==> src/rtl/grid_row_packer.sv <==
// Packs an ASCII puzzle byte stream into 2-bit-per-cell row words over valid/ready.
// Optional: define ROW_PACKER_PAD_EN to pad short rows, drop overlong cells and expose pad_evt.
module grid_row_packer #(
  parameter int WIDTH    = 141,
  parameter int HEIGHT   = 142,
  parameter int ROW_BITS = 2*WIDTH,
  parameter int IDX_W    = 16
) (
  input  logic                clk,
  input  logic                rst,
  input  logic                in_valid,
  output logic                in_ready,
  input  logic [7:0]          in_data,
  input  logic                in_last,
  output logic                out_valid,
  input  logic                out_ready,
  output logic [ROW_BITS-1:0] out_row,
  output logic [IDX_W-1:0]    out_row_idx,
  output logic                out_last,
  output logic                done,
  output logic                err
`ifdef ROW_PACKER_PAD_EN
  ,
  output logic                pad_evt
`endif
);

`ifdef ROW_PACKER_PAD_EN
  localparam logic PAD_EN = 1'b1;
`else
  localparam logic PAD_EN = 1'b0;
`endif
  localparam int CW = $clog2(WIDTH + 1);

  typedef enum logic [1:0] {FILL, EMIT, DONE, ERR} state_t;

  state_t              state;
  logic [CW-1:0]       col, col_nxt;
  logic [IDX_W-1:0]    row;
  logic [ROW_BITS-1:0] shadow, shadow_nxt;
  logic [1:0]          code;
  logic                is_cell, is_nl, bad;
  logic                full, drop, row_end, final_row, blank, row_full;
  logic                accept, to_err, to_emit, to_store;
`ifdef ROW_PACKER_PAD_EN
  logic                trunc;
`endif

  always_comb begin
    code    = '0;
    is_cell = 1'b0;
    is_nl   = 1'b0;
    bad     = 1'b0;
    case (in_data)
      8'h2E:   is_cell = 1'b1;
      8'h5E:   begin code = 2'd1; is_cell = 1'b1; end
      8'h53:   begin code = 2'd2; is_cell = 1'b1; end
      8'h0A:   is_nl = 1'b1;
      8'h0D:   ;
      default: bad = 1'b1;
    endcase
  end

  assign full      = (col == CW'(WIDTH));
  assign drop      = is_cell & full;
  assign row_end   = is_nl | in_last;
  assign final_row = (row == IDX_W'(HEIGHT - 1));

  // The terminating byte may itself be a cell, so row-end decisions use the post-store view.
  always_comb begin
    shadow_nxt = shadow;
    col_nxt    = col;
    if (is_cell && !full) begin
      for (int unsigned i = 0; i < WIDTH; i++)
        if (col == CW'(i)) shadow_nxt[2*i +: 2] = code;
      col_nxt = CW'(col + 1'b1);
    end
  end

  assign blank    = (col_nxt == '0);
  assign row_full = (col_nxt == CW'(WIDTH));
  assign accept   = in_valid & in_ready & (state == FILL);

  always_comb begin
    to_err   = 1'b0;
    to_emit  = 1'b0;
    to_store = 1'b0;
    if (accept) begin
      if (bad || (drop && !PAD_EN))                         to_err   = 1'b1;
      else if (!row_end)                                    to_store = 1'b1;
      else if (blank)                                       to_err   = in_last;
      else if ((in_last && !final_row) || (!row_full && !PAD_EN)) to_err = 1'b1;
      else                                                  to_emit  = 1'b1;
    end
  end

  always_ff @(posedge clk) begin
    if (rst) begin
      state       <= FILL;
      in_ready    <= 1'b0;
      out_valid   <= 1'b0;
      out_row     <= '0;
      out_row_idx <= '0;
      out_last    <= 1'b0;
      done        <= 1'b0;
      err         <= 1'b0;
      shadow      <= '0;
      col         <= '0;
      row         <= '0;
`ifdef ROW_PACKER_PAD_EN
      trunc       <= 1'b0;
      pad_evt     <= 1'b0;
`endif
    end else begin
      case (state)
        FILL: begin
          in_ready <= 1'b1;
          if (to_err) begin
            state    <= ERR;
            err      <= 1'b1;
            in_ready <= 1'b0;
          end else if (to_store) begin
            shadow <= shadow_nxt;
            col    <= col_nxt;
`ifdef ROW_PACKER_PAD_EN
            trunc  <= trunc | drop;
`endif
          end else if (to_emit) begin
            out_row     <= shadow_nxt;
            out_row_idx <= row;
            out_last    <= final_row;
            out_valid   <= 1'b1;
            in_ready    <= 1'b0;
            shadow      <= '0;
            col         <= '0;
            state       <= EMIT;
`ifdef ROW_PACKER_PAD_EN
            pad_evt     <= trunc | drop | !row_full;
            trunc       <= 1'b0;
`endif
          end
        end
        EMIT: begin
`ifdef ROW_PACKER_PAD_EN
          pad_evt <= 1'b0;
`endif
          if (out_ready) begin
            out_valid <= 1'b0;
            if (out_last) begin
              state <= DONE;
              done  <= 1'b1;
            end else begin
              state    <= FILL;
              in_ready <= 1'b1;
              row      <= row + 1'b1;
            end
          end
        end
        default: ;
      endcase
    end
  end

endmodule

==> config.mk <==
export PLATFORM = sky130hd
export DESIGN_NAME = grid_row_packer
export DESIGN_NICKNAME = d
export VERILOG_FILES = /design/src/rtl/grid_row_packer.sv
export SDC_FILE = /design/constraint.sdc
export NUM_CORES = 1
export LEC_CHECK = 0
export CAP_MARGIN = 20
export CORE_UTILIZATION = 35
export CTS_CLUSTER_SIZE = 28
export DETAILED_ROUTE_END_ITERATION = 7
export RECOVER_POWER = 25
export SLEW_MARGIN = 40
export SYNTH_ARGS = -nofsm -noshare
export SYNTH_HDL_FRONTEND = slang
export SYNTH_SLANG_ARGS = --single-unit
==> constraint.sdc <==
create_clock -name clk -period 7.3 [get_ports clk]
set_clock_uncertainty 0.2 [all_clocks]
set_input_delay 0.73 -clock clk [delete_from_list [all_inputs] [get_ports clk]]
set_output_delay 0.73 -clock clk [all_outputs]
set_load 0.01 [all_outputs]
# Yosys cells after proc, flatten, opt, wreduce, memory -nomap -nowiden
# Index checks and enable logic that the tools add are counted.
# W data, S select, Z words.
# word_totals
output_inout_bits	303
regBits	611
in_bits	13
# classes
muxes	181
eq_ne	156
reduce_logical	22
add_sub_neg	2
bitwise	7
# op_table
operator	n
$mux W282	3
$eq A8 B7 Y1 const B	66
$mux W2	146
$eq A8 B6 Y1 const B	33
$eq A8 B5 Y1 const B	16
$eq A8 B8 Y1 const B	15
$eq A8 B4 Y1 const B	10
$eq A8 B3 Y1 const B	4
$mux W1	25
$mux W8	3
$add A16 B1 Y16 const B	1
$eq A16 B8 Y1 const B	1
$eq A8 B2 Y1 const B	2
$logic_not A8 Y1	2
$reduce_and A3 Y1	4
$ne A2 B2 Y1 const B	5
$add A8 B1 Y8 const B	1
$eq A8 B1 Y1 const B	1
$pmux W2 S2	2
$reduce_and A4 Y1	2
$ne A3 B3 Y1 const B	2
$reduce_and A5 Y1	1
$reduce_or A5 Y1	1
$pmux W1 S2	2
other kinds (11)	20

# Depth between registers and ports, before layout
# Gate-level depths: netlist of run 1.
# depth
word_depth	17
mapped_depth	14
ltp_nobuf	9

# Least setup slack after synthesis of run 1
# OpenSTA, ideal clock, no wires.
# synth_path
path_type	in2reg
start	in in_data[2]
end	reg out_row[100]
arrival_ns	3.153
cell_stages	12
path_slack_ns	3.815
setup_time_ns	0.132
path_cell_list	and4b_1 > and4_1 > o211ai_1 > mux2i_1 > nand2_1 > or4_1 > clkbuf_1 > buf_4 > buf_4 > buf_4 > nand2_1 > a21oi_1
# synth_via
elab_chain_cells	15
elab_cells_between_ends	38
# synth_rtl
item	line	rtl
from (decl)	13	input logic [7:0] in_data,
$eq A8 B7 Y1 or $eq A8 B6 Y1 (tied branches)	54	case (in_data)
$reduce_or A3 Y1 (no source line)	-	
$mux W1	54	
$logic_and A1 B1 Y1	73	if (is_cell && !full) begin
$mux W8	73	
$eq A8 B8 Y1	81	assign row_full = (col_nxt == CW'(WIDTH));
$logic_not A1 Y1	92	else if ((in_last && !final_row) || (!row_full && !PAD_EN)) to_err = 1'b1;
$logic_or A1 B1 Y1	92	
$mux W1	92	
$mux W1	91	else if (blank) to_err = in_last;
$mux W1	90	else if (!row_end) to_store = 1'b1;
$mux W1	89	if (bad || (drop && !PAD_EN)) to_err = 1'b1;
$mux W1	88	if (accept) begin
$not A1 Y1 (no source line)	-	
$reduce_and A4 Y1 (no source line)	-	
to (signal assigned)	129	out_row <= shadow_nxt;
to (decl)	17	output logic [ROW_BITS-1:0] out_row,
# Parallel ways exist; a longest one is shown, timed or not.
# A chain may end at the register's enable or synchronous reset.

# Worst setup path in the final report of run 1
# layout_path
start	in rst
end	reg in_ready
# layout_rtl
item	line	rtl
from (decl)	10	input logic rst,
to (signal assigned)	100	in_ready <= 1'b0;
to (signal assigned)	117	in_ready <= 1'b1;
to (signal assigned)	121	in_ready <= 1'b0;
to (decl)	12	output logic in_ready,
# No word-level cell between the ends.

==> results_dict.tcl, run 1 <==
set metrics [dict create \
    outcome "finished with violations" \
    violations "max-capacitance violations, max-slew violations" \
    start_kind "input port" \
    synth_ff_type "dfxtp_1" \
    antenna_cells 0 \
    worstPathCellList "clkbuf_1, clkbuf_2, inv_1, a41o_1" \
    h-tree-depth 3 \
    final_antenna_net_count 0 \
    synth_cell_types 54 \
    final_cells 4475 \
    vias 23864 \
    die_y_um 276 \
    timing.rr.start "col[7]" \
    fin_crit_sh_pct 74.5 \
    post-route-min-period_ns 5.44 \
    synth_top_cells_by_area "dfxtp_1, nand2_1, a21oi_1" \
    peakVddDrop_mv 0.155 \
    cts_made_buffers 72 \
    detail_route.vias_per_cell 5.33 \
    clock.fmax_ghz 0.184 \
    worst-path-buf-inv 3 \
    synth_top_area_share_pct 46.6 \
    rsz0062_at_grt "false" \
    hold_viol 0 \
    synthCells 3341 \
    final_util_pct 43.5 \
    maxSlewHeadroom_pct -145 \
    tightest_slew_ns 3.68 \
    cp-startpoint "rst" \
    setup-tns-final_ns 0 \
    avgSynthCellArea_um2 7.85 \
    core-area_um2 74300 \
    portBuffers 315 \
    synth-async-reset-ratio_pct 0 \
    clock_latency_ns 0.62 \
    place.gp.congestion 0.811 \
    cp.required_ns 7.60 \
    critPathKind "input port to flip-flop" \
    drtIter0Drc 2288 \
    ys_seq_elements 611 \
    drv_cap 2 \
    post_cts_resized 0 \
    slowest_stage "clkbuf_2" \
    die_area_um2 76000 \
    cp_top_family "buffers and inverters" \
    clk_pin_slew_ns 0.06 \
    power_density_nw_per_um2 221 \
    initial_core_util_pct 35.3 \
    leakage_uw 0.0111 \
    clock_sink_count 611 \
    grt-ovfl-total 0 \
    grt_usage_pct 22.1 \
    root_buffer "clkbuf_16" \
    antenna_found_initial 0 \
    path_depth 4 \
    grt_max_degree 177 \
    seq_area_frac_synth_pct 46.6 \
    layout_commonest_cell "nand2_1" \
    final_cell_mix "nand2_1, dfxtp_1, a21oi_1" \
    synth_edf_count 0 \
    dr.pass1.iters 5 \
    cp_max_fo 176 \
    cts_tree "done" \
    slew_violations 222 \
    setup.worst_path.end_class "flip-flop" \
    hold_slack_ns 0.246 \
    clock_path_buffers 3 \
    drive_gt1_share_pct 10.8 \
    dr_wl_met2_um 38700 \
    area_growth_pct 23.2 \
    met3WireLength_um 5360 \
    cts_setup_buffers 0 \
    synth_nets 3360 \
    synth_area_um2 26200 \
    num_io_pins 316 \
    num_rows 100 \
    cts_hold_buf 0 \
    cpPeakStageDelay_ns 2.67 \
    grt_pass1_wl_um 131000 \
    reg2regPathDepth 10 \
    fp.dieW_um 276 \
    synth_top_cell_by_area "dfxtp_1" \
    yosysWarnings 0 \
    top_layer_used "met4" \
    drc 0 \
    layout.nets 3472 \
    wl_met1_um 40400 \
    arrival_ns 5.73 \
    setup_violations 0 \
    hold_class "flip-flop to flip-flop" \
    fillCellCount 7549 \
    routedWlPerCell_um 19.4 \
    grt_pass1_vias 21825 \
    hold_path.startpoint "out_row[41]" \
    place_inst 4347 \
    hold_depth 2 \
    wirelength_um 86800 \
    dp_hpwl_um 49400 \
]
per-layer routing:
layer  up-vias  GRT usage, %
met3       127          3.91
li1      11639             -
met1     11374          31.4
met4         0          7.30
met5         -             0
met2       724          33.5
logic make-up (layout without fill, tap and decap cells):
family	Yosys count	after routing	share of synthesized area, %
AOI/OAI and AO/OA	762	762	15.8
muxes	217	217	9.21
DFF	611	611	46.6
xor gates and xnor gates	18	18	0.601
and+or+nand+nor	1406	1406	22.5
adders and majority gates	6	6	0.286
buffers and inverters	321	486	4.98
power breakdown:
group	switching, uW	internal [uW]
clock	1480	2230
combinational	78.3	22.1
sequential	3.40	3340
worst min-delay path, stage by stage, from the launching register on:
cell and delay, ns:
dfxtp_1 0.30, nand2_1 0.05, a21oi_1 0.05
metrics by stage:
| step | power, uW | area (um2) | setup WS [ns] |
|---|---|---|---|
| 3_3_place_gp | 3510 | 29700 | 2.42 |
| 5_1_grt | 7400 | 32300 | 1.37 |
| 6_report | 7160 | 32300 | 1.86 |
| 4_1_cts | 7240 | 32300 | 2.77 |
| 3_5_place_dp | 3520 | 29900 | 2.39 |
| 2_1_floorplan | 3480 | 26200 | 3.82 |
registers in the layout, indices dropped and copies added (netlist names):
signal       flops
col              8
done             1
err              1
in_ready         1
out_last         1
out_row        282
out_row_idx     16
out_valid        1
row             16
shadow         282
state            2
worst paths after layout:
kind,to,slack (ns)
worst max register to register,shadow[204],2.57
worst min register to register,out_row[41],0.25
worst min-delay path,out_row[41],0.25
worst max-delay path,in_ready,1.86
final cells by class:
class                           count  area, um2  share of cell area (%)
Tap cell                          969       1210                    3.75
Clock buffer                      102       2110                    6.51
Timing Repair Buffer              348       3580                    11.1
Multi-Input combinational cell   2409      12800                    39.6
Inverter                           11       41.3                   0.128
Sequential cell                   611      12200                    37.8
Clock inverter                     25        335                    1.04
synth_stat cells (2+ instances only):
cell,instances
nor3_1,83
nor2b_1,7
or3_1,2
o21ai_0,74
ha_1,6
a21oi_1,556
a21boi_0,2
nand3_1,279
o21ai_1,2
nor4_1,4
xnor2_1,6
dfxtp_1,611
xor2_1,12
nand2_1,891
buf_4,12
and4_1,2
mux2i_1,21
nand2b_1,8
and3b_1,2
inv_1,11
nand4_1,4
and3_1,7
a31oi_1,25
buf_2,40
nor3b_1,3
clkbuf_1,239
buf_1,18
nor2_1,101
mux2_2,196
and2_1,4
and4b_1,3
a211oi_1,23
o31ai_1,66
Power figures use the tool's default switching activity.
==> run 2: changes to the inputs <==
- clock period: 7.3 -> 4.44 ns (I/O delays scaled with it)
==> run 2 against run 1 <==
The run still ends with max-capacitance violations, max-slew violations left. Via count rose by 1.0%. Critical path depth grew 7. Largest power group unchanged. Routed wire length is 0.20% higher. Utilization up 0.57 points.
==> results_dict.tcl, run 2 (synthesized netlist as in run 1, its figures left out) <==
set metrics [dict create \
    outcome "finished with violations" \
    violations "max-capacitance violations, max-slew violations" \
    h-tree-depth 3 \
    grt_pass1_wl_um 131000 \
    drv_cap 1 \
    fillCellCount 7449 \
    setup-tns-final_ns 0 \
    die_area_um2 76000 \
    rsz0062_at_grt "false" \
    p_clk_share_pct 51.2 \
    vias 24107 \
    cp_max_fo 87 \
    hold_slack_ns 0.244 \
    min_to "out_row[40]" \
    layout.nets 3523 \
    reg2reg_slack_ns 0.86 \
    switching_share_pct 21.3 \
    post_cts_resized 0 \
    hold_class "flip-flop to flip-flop" \
    peakVddDrop_mv 0.208 \
    die_y_um 276 \
    p_sw_uw 2480 \
    post-route-min-period_ns 3.65 \
    timing.rr.start "col[1]" \
    portBuffers 315 \
    hold_path.startpoint "out_row[40]" \
    detail_route.vias_per_cell 5.33 \
    root_buffer "clkbuf_16" \
    drive_gt1_share_pct 11.8 \
    antenna_found_initial 2 \
    grt_usage_pct 22.0 \
    leakage_uw 0.0113 \
    hold_depth 2 \
    antenna_cells 0 \
    dp_hpwl_um 54200 \
    final_cell_mix "nand2_1, dfxtp_1, a21oi_1" \
    cts_hold_buf 1 \
    area_growth_pct 24.8 \
    critPathKind "input port to flip-flop" \
    rr_endpoint "shadow[234]" \
    final_antenna_net_count 0 \
    p_comb_share_pct 1.6 \
    slew_violations 39 \
    drtIter0Drc 2048 \
    p_seq_share_pct 47.2 \
    clock_latency_ns 0.60 \
    num_io_pins 316 \
    power_density_nw_per_um2 355 \
    fp.dieW_um 276 \
    core-area_um2 74300 \
    cts_tree "done" \
    place_area_um2 30400 \
    hold_viol 0 \
    clock_sink_count 611 \
    cp.required_ns 4.72 \
    setup.worst_path.end_class "flip-flop" \
    stdcell_area_um2 32700 \
    grt_max_degree 115 \
    layout_commonest_cell "nand2_1" \
    maxSlewHeadroom_pct -41.3 \
    drc 0 \
    fin_crit_sh_pct 82.3 \
    place.gp.congestion 0.849 \
    wirelength_um 87000 \
    grt-ovfl-total 0 \
    clock.fmax_ghz 0.274 \
    internal_power_uw 9150 \
    reg2regPathDepth 11 \
    clock_path_buffers 3 \
    largestRegisters "out_row: 282 flops, shadow: 282 flops" \
    dr.pass1.iters 5 \
    cts_setup_buffers 0 \
    arrival_ns 3.93 \
    routedWlPerCell_um 19.2 \
    tightest_slew_ns 2.12 \
    initial_core_util_pct 35.3 \
    clk_pin_slew_ns 0.06 \
    setup_violations 0 \
    grt_pass1_vias 21811 \
    start_kind "input port" \
    cts_made_buffers 70 \
    num_rows 100 \
]
run 2: worst max path at each step:
stage,start,to,slack [ns]
2_1_floorplan,in_data[2],out_row[100],1.24
3_3_place_gp,in_data[2],shadow[234],0.31
3_5_place_dp,in_data[2],shadow[234],0.27
4_1_cts,in_data[2],shadow[227],0.88
5_1_grt,in_data[0],shadow[243],0.63
6_report,in_data[2],shadow[234],0.79
run 2: cell type report:
cell class | instances | area (um2) | share of cell area (%)
Sequential cell | 611 | 12200 | 37.4
Timing Repair Buffer | 401 | 4120 | 12.6
Clock inverter | 26 | 350 | 1.07
Tap cell | 969 | 1210 | 3.70
Multi-Input combinational cell | 2409 | 12800 | 39.0
Clock buffer | 97 | 2000 | 6.12
Inverter | 11 | 41.3 | 0.126
run 2: stage by stage:
step	setup WS, ns	utilization (%)	instances	total power [uW]
after floorplan	1.24	-	3341	5720
after global placement	0.314	40.8	4398	5790
after detailed placement	0.270	40.9	4400	5790
after CTS	0.879	44.1	4524	11800
after global routing	0.630	44.1	4524	12000
final	0.787	44.1	4524	11600
run 2: worst max-delay path, stage by stage:
cell             delay [ns]
clkdlybuf4s50_1        0.56
and4b_1                0.35
nand3_1                0.27
a211oi_2               0.35
mux2i_1                0.13
a211o_1                0.37
or4_4                  0.59
buf_12                 0.24
buf_12                 0.28
a31oi_1                0.20
nor2_1                 0.05
run 2: power groups by stage:
| stage | sequential (uW) | combinational, uW | clock [uW] |
|---|---|---|---|
| 6_report | 5490 | 182 | 5960 |
| 5_1_grt | 5490 | 195 | 6310 |
| 4_1_cts | 5490 | 182 | 6100 |
| 3_5_place_dp | 5610 | 181 | 0 |
| 3_3_place_gp | 5610 | 176 | 0 |
| 2_1_floorplan | 5610 | 102 | 0 |
run 2: per-layer routing:
metal | wire [um] | share of wire (%) | track usage (%) | vias to the layer above
met3 | 5920 | 6.8 | 4.07 | 119
met4 | 2190 | 2.5 | 6.78 | 0
li1 | - | - | - | 11720
met1 | 39900 | 46 | 31.2 | 11509
met5 | 0 | 0 | 0 | -
met2 | 39000 | 45 | 33.7 | 759
==> run 3: changes to the inputs <==
- clock period: 4.44 -> 3.5 ns (I/O delays scaled with it)
==> run 3 against run 2 <==
Sequential cell count did not move. Routed wire length fell by 0.52%. Count of clock-buffer cells in the layout rose by 5. Largest power group unchanged. The run now ends clean.
==> results_dict.tcl, run 3 (synthesized netlist as in run 1, its figures left out) <==
set metrics [dict create \
    leakage_uw 0.0117 \
    clk_pin_slew_ns 0.06 \
    final_util_pct 44.9 \
    cts_made_buffers 70 \
    largestRegisters "out_row: 282 flops, shadow: 282 flops" \
    maxSlewHeadroom_pct 47.0 \
    setup-tns-final_ns 0 \
    place.gp.congestion 0.828 \
    stdcell_area_um2 33400 \
    post-route-min-period_ns 3.21 \
    fillCellCount 7458 \
    drc 0 \
    cp.required_ns 3.80 \
    grt_max_degree 96 \
    place_area_um2 31100 \
    setup_violations 0 \
    final_cell_mix "nand2_1, dfxtp_1, a21oi_1" \
    post-place-ws_ns -0.126 \
    initial_core_util_pct 35.3 \
    power_density_nw_per_um2 433 \
    critPathKind "flip-flop to flip-flop" \
    area_growth_pct 27.2 \
    num_rows 100 \
    antenna_cells 0 \
    wirelength_um 86600 \
    timing.final.ws_setup_ns 0.287 \
    cts_tree "done" \
    reg2regPathDepth 11 \
    grt_usage_pct 22.1 \
    tightest_slew_ns 0.793 \
    final_antenna_net_count 0 \
    h-tree-depth 3 \
    slew_violations 0 \
    setup.worst_path.end_class "flip-flop" \
    num_io_pins 316 \
    fin_crit_sh_pct 91.8 \
    clock_sink_count 611 \
    die_area_um2 76000 \
    antenna_found_initial 0 \
    arrival_ns 3.51 \
    layout.nets 3584 \
    dp_hpwl_um 55600 \
    grt_pass1_vias 22120 \
    fp.dieW_um 276 \
    hold_viol 0 \
    clock_path_buffers 3 \
    multi_input_area_um2 12800 \
    hold_class "flip-flop to flip-flop" \
    cp_max_fo 35 \
    hold_depth 2 \
    detail_route.vias_per_cell 5.26 \
    routedWlPerCell_um 18.9 \
    regArea_um2 12200 \
    portBuffers 315 \
    peakVddDrop_mv 0.266 \
    root_buffer "clkbuf_16" \
    grt-ovfl-total 0 \
    clock_latency_ns 0.61 \
    layout_commonest_cell "nand2_1" \
    drive_gt1_share_pct 13.1 \
    drv_cap 0 \
    grt_pass1_wl_um 131000 \
    dr.pass1.iters 5 \
    drtIter0Drc 1816 \
    die_y_um 276 \
    clock.fmax_ghz 0.311 \
    core-area_um2 74300 \
    start_kind "flip-flop" \
    outcome "completed" \
    vias 24114 \
    rsz0062_at_grt "false" \
]
==> run 3: layout make-up <==
| cell class | instances | share of cell area, % |
|---|---|---|
| multi-input combinational | 2409 | 38.2 |
| sequential | 611 | 36.7 |
| timing repair buffer | 462 | 14.6 |
| clock buffer | 102 | 6.28 |
| tap | 969 | 3.63 |
| clock inverter | 21 | 0.487 |
| inverter | 11 | 0.124 |
==> run 3: final timing paths <==
kind / from / endpoint / slack, ns
setup / recovery: col[1] / shadow[146] / 0.29
hold / removal: out_row[273] / out_row[273] / 0.24
hold reg to reg: out_row[273] / out_row[273] / 0.24
setup reg to reg: col[1] / shadow[146] / 0.29
==> run 3: what timing repair did <==
action / 4_1_cts / 5_1_grt
endpoints found under the hold margin: 25 / 0
gates resized for setup: 0 / 1
hold buffers: 1 / 0
endpoints found under the setup margin: 0 / 30
buffers inserted: 0 / 0
==> run 3: routing by layer <==
| layer | track usage, % | vias up | wire (um) |
|---|---|---|---|
| met2 | 34.4 | 737 | 39500 |
| met4 | 7.20 | 0 | 2190 |
| met3 | 3.95 | 118 | 5670 |
| met1 | 30.6 | 11405 | 39200 |
| met5 | 0 | - | 0 |
| li1 | - | 11854 | - |
==> run 3: per-stage QoR <==
stage	cells	total power, uW	hold slack (ns)
2_1_floorplan	3341	7250	0.240
3_3_place_gp	4461	7350	0.239
3_5_place_dp	4461	7350	0.244
4_1_cts	4585	14600	0.252
5_1_grt	4585	14900	0.263
6_report	4585	14500	0.244
==> run 3: power breakdown <==
group	switching [uW]	internal, uW
logic	166	65.7
clock network	3020	4240
registers	6.92	6960
==> run 3: critical path: stages (launching register included) <==
cell and delay, ns:
dfxtp_1 0.41, inv_1 0.10, ha_1 0.28, a31oi_1 0.20, a21bo_2 0.29, mux2i_1 0.13, a211o_1 0.25, or4_4 0.56
buf_12 0.22, buf_12 0.19, a31oi_1 0.17, nor2_1 0.05
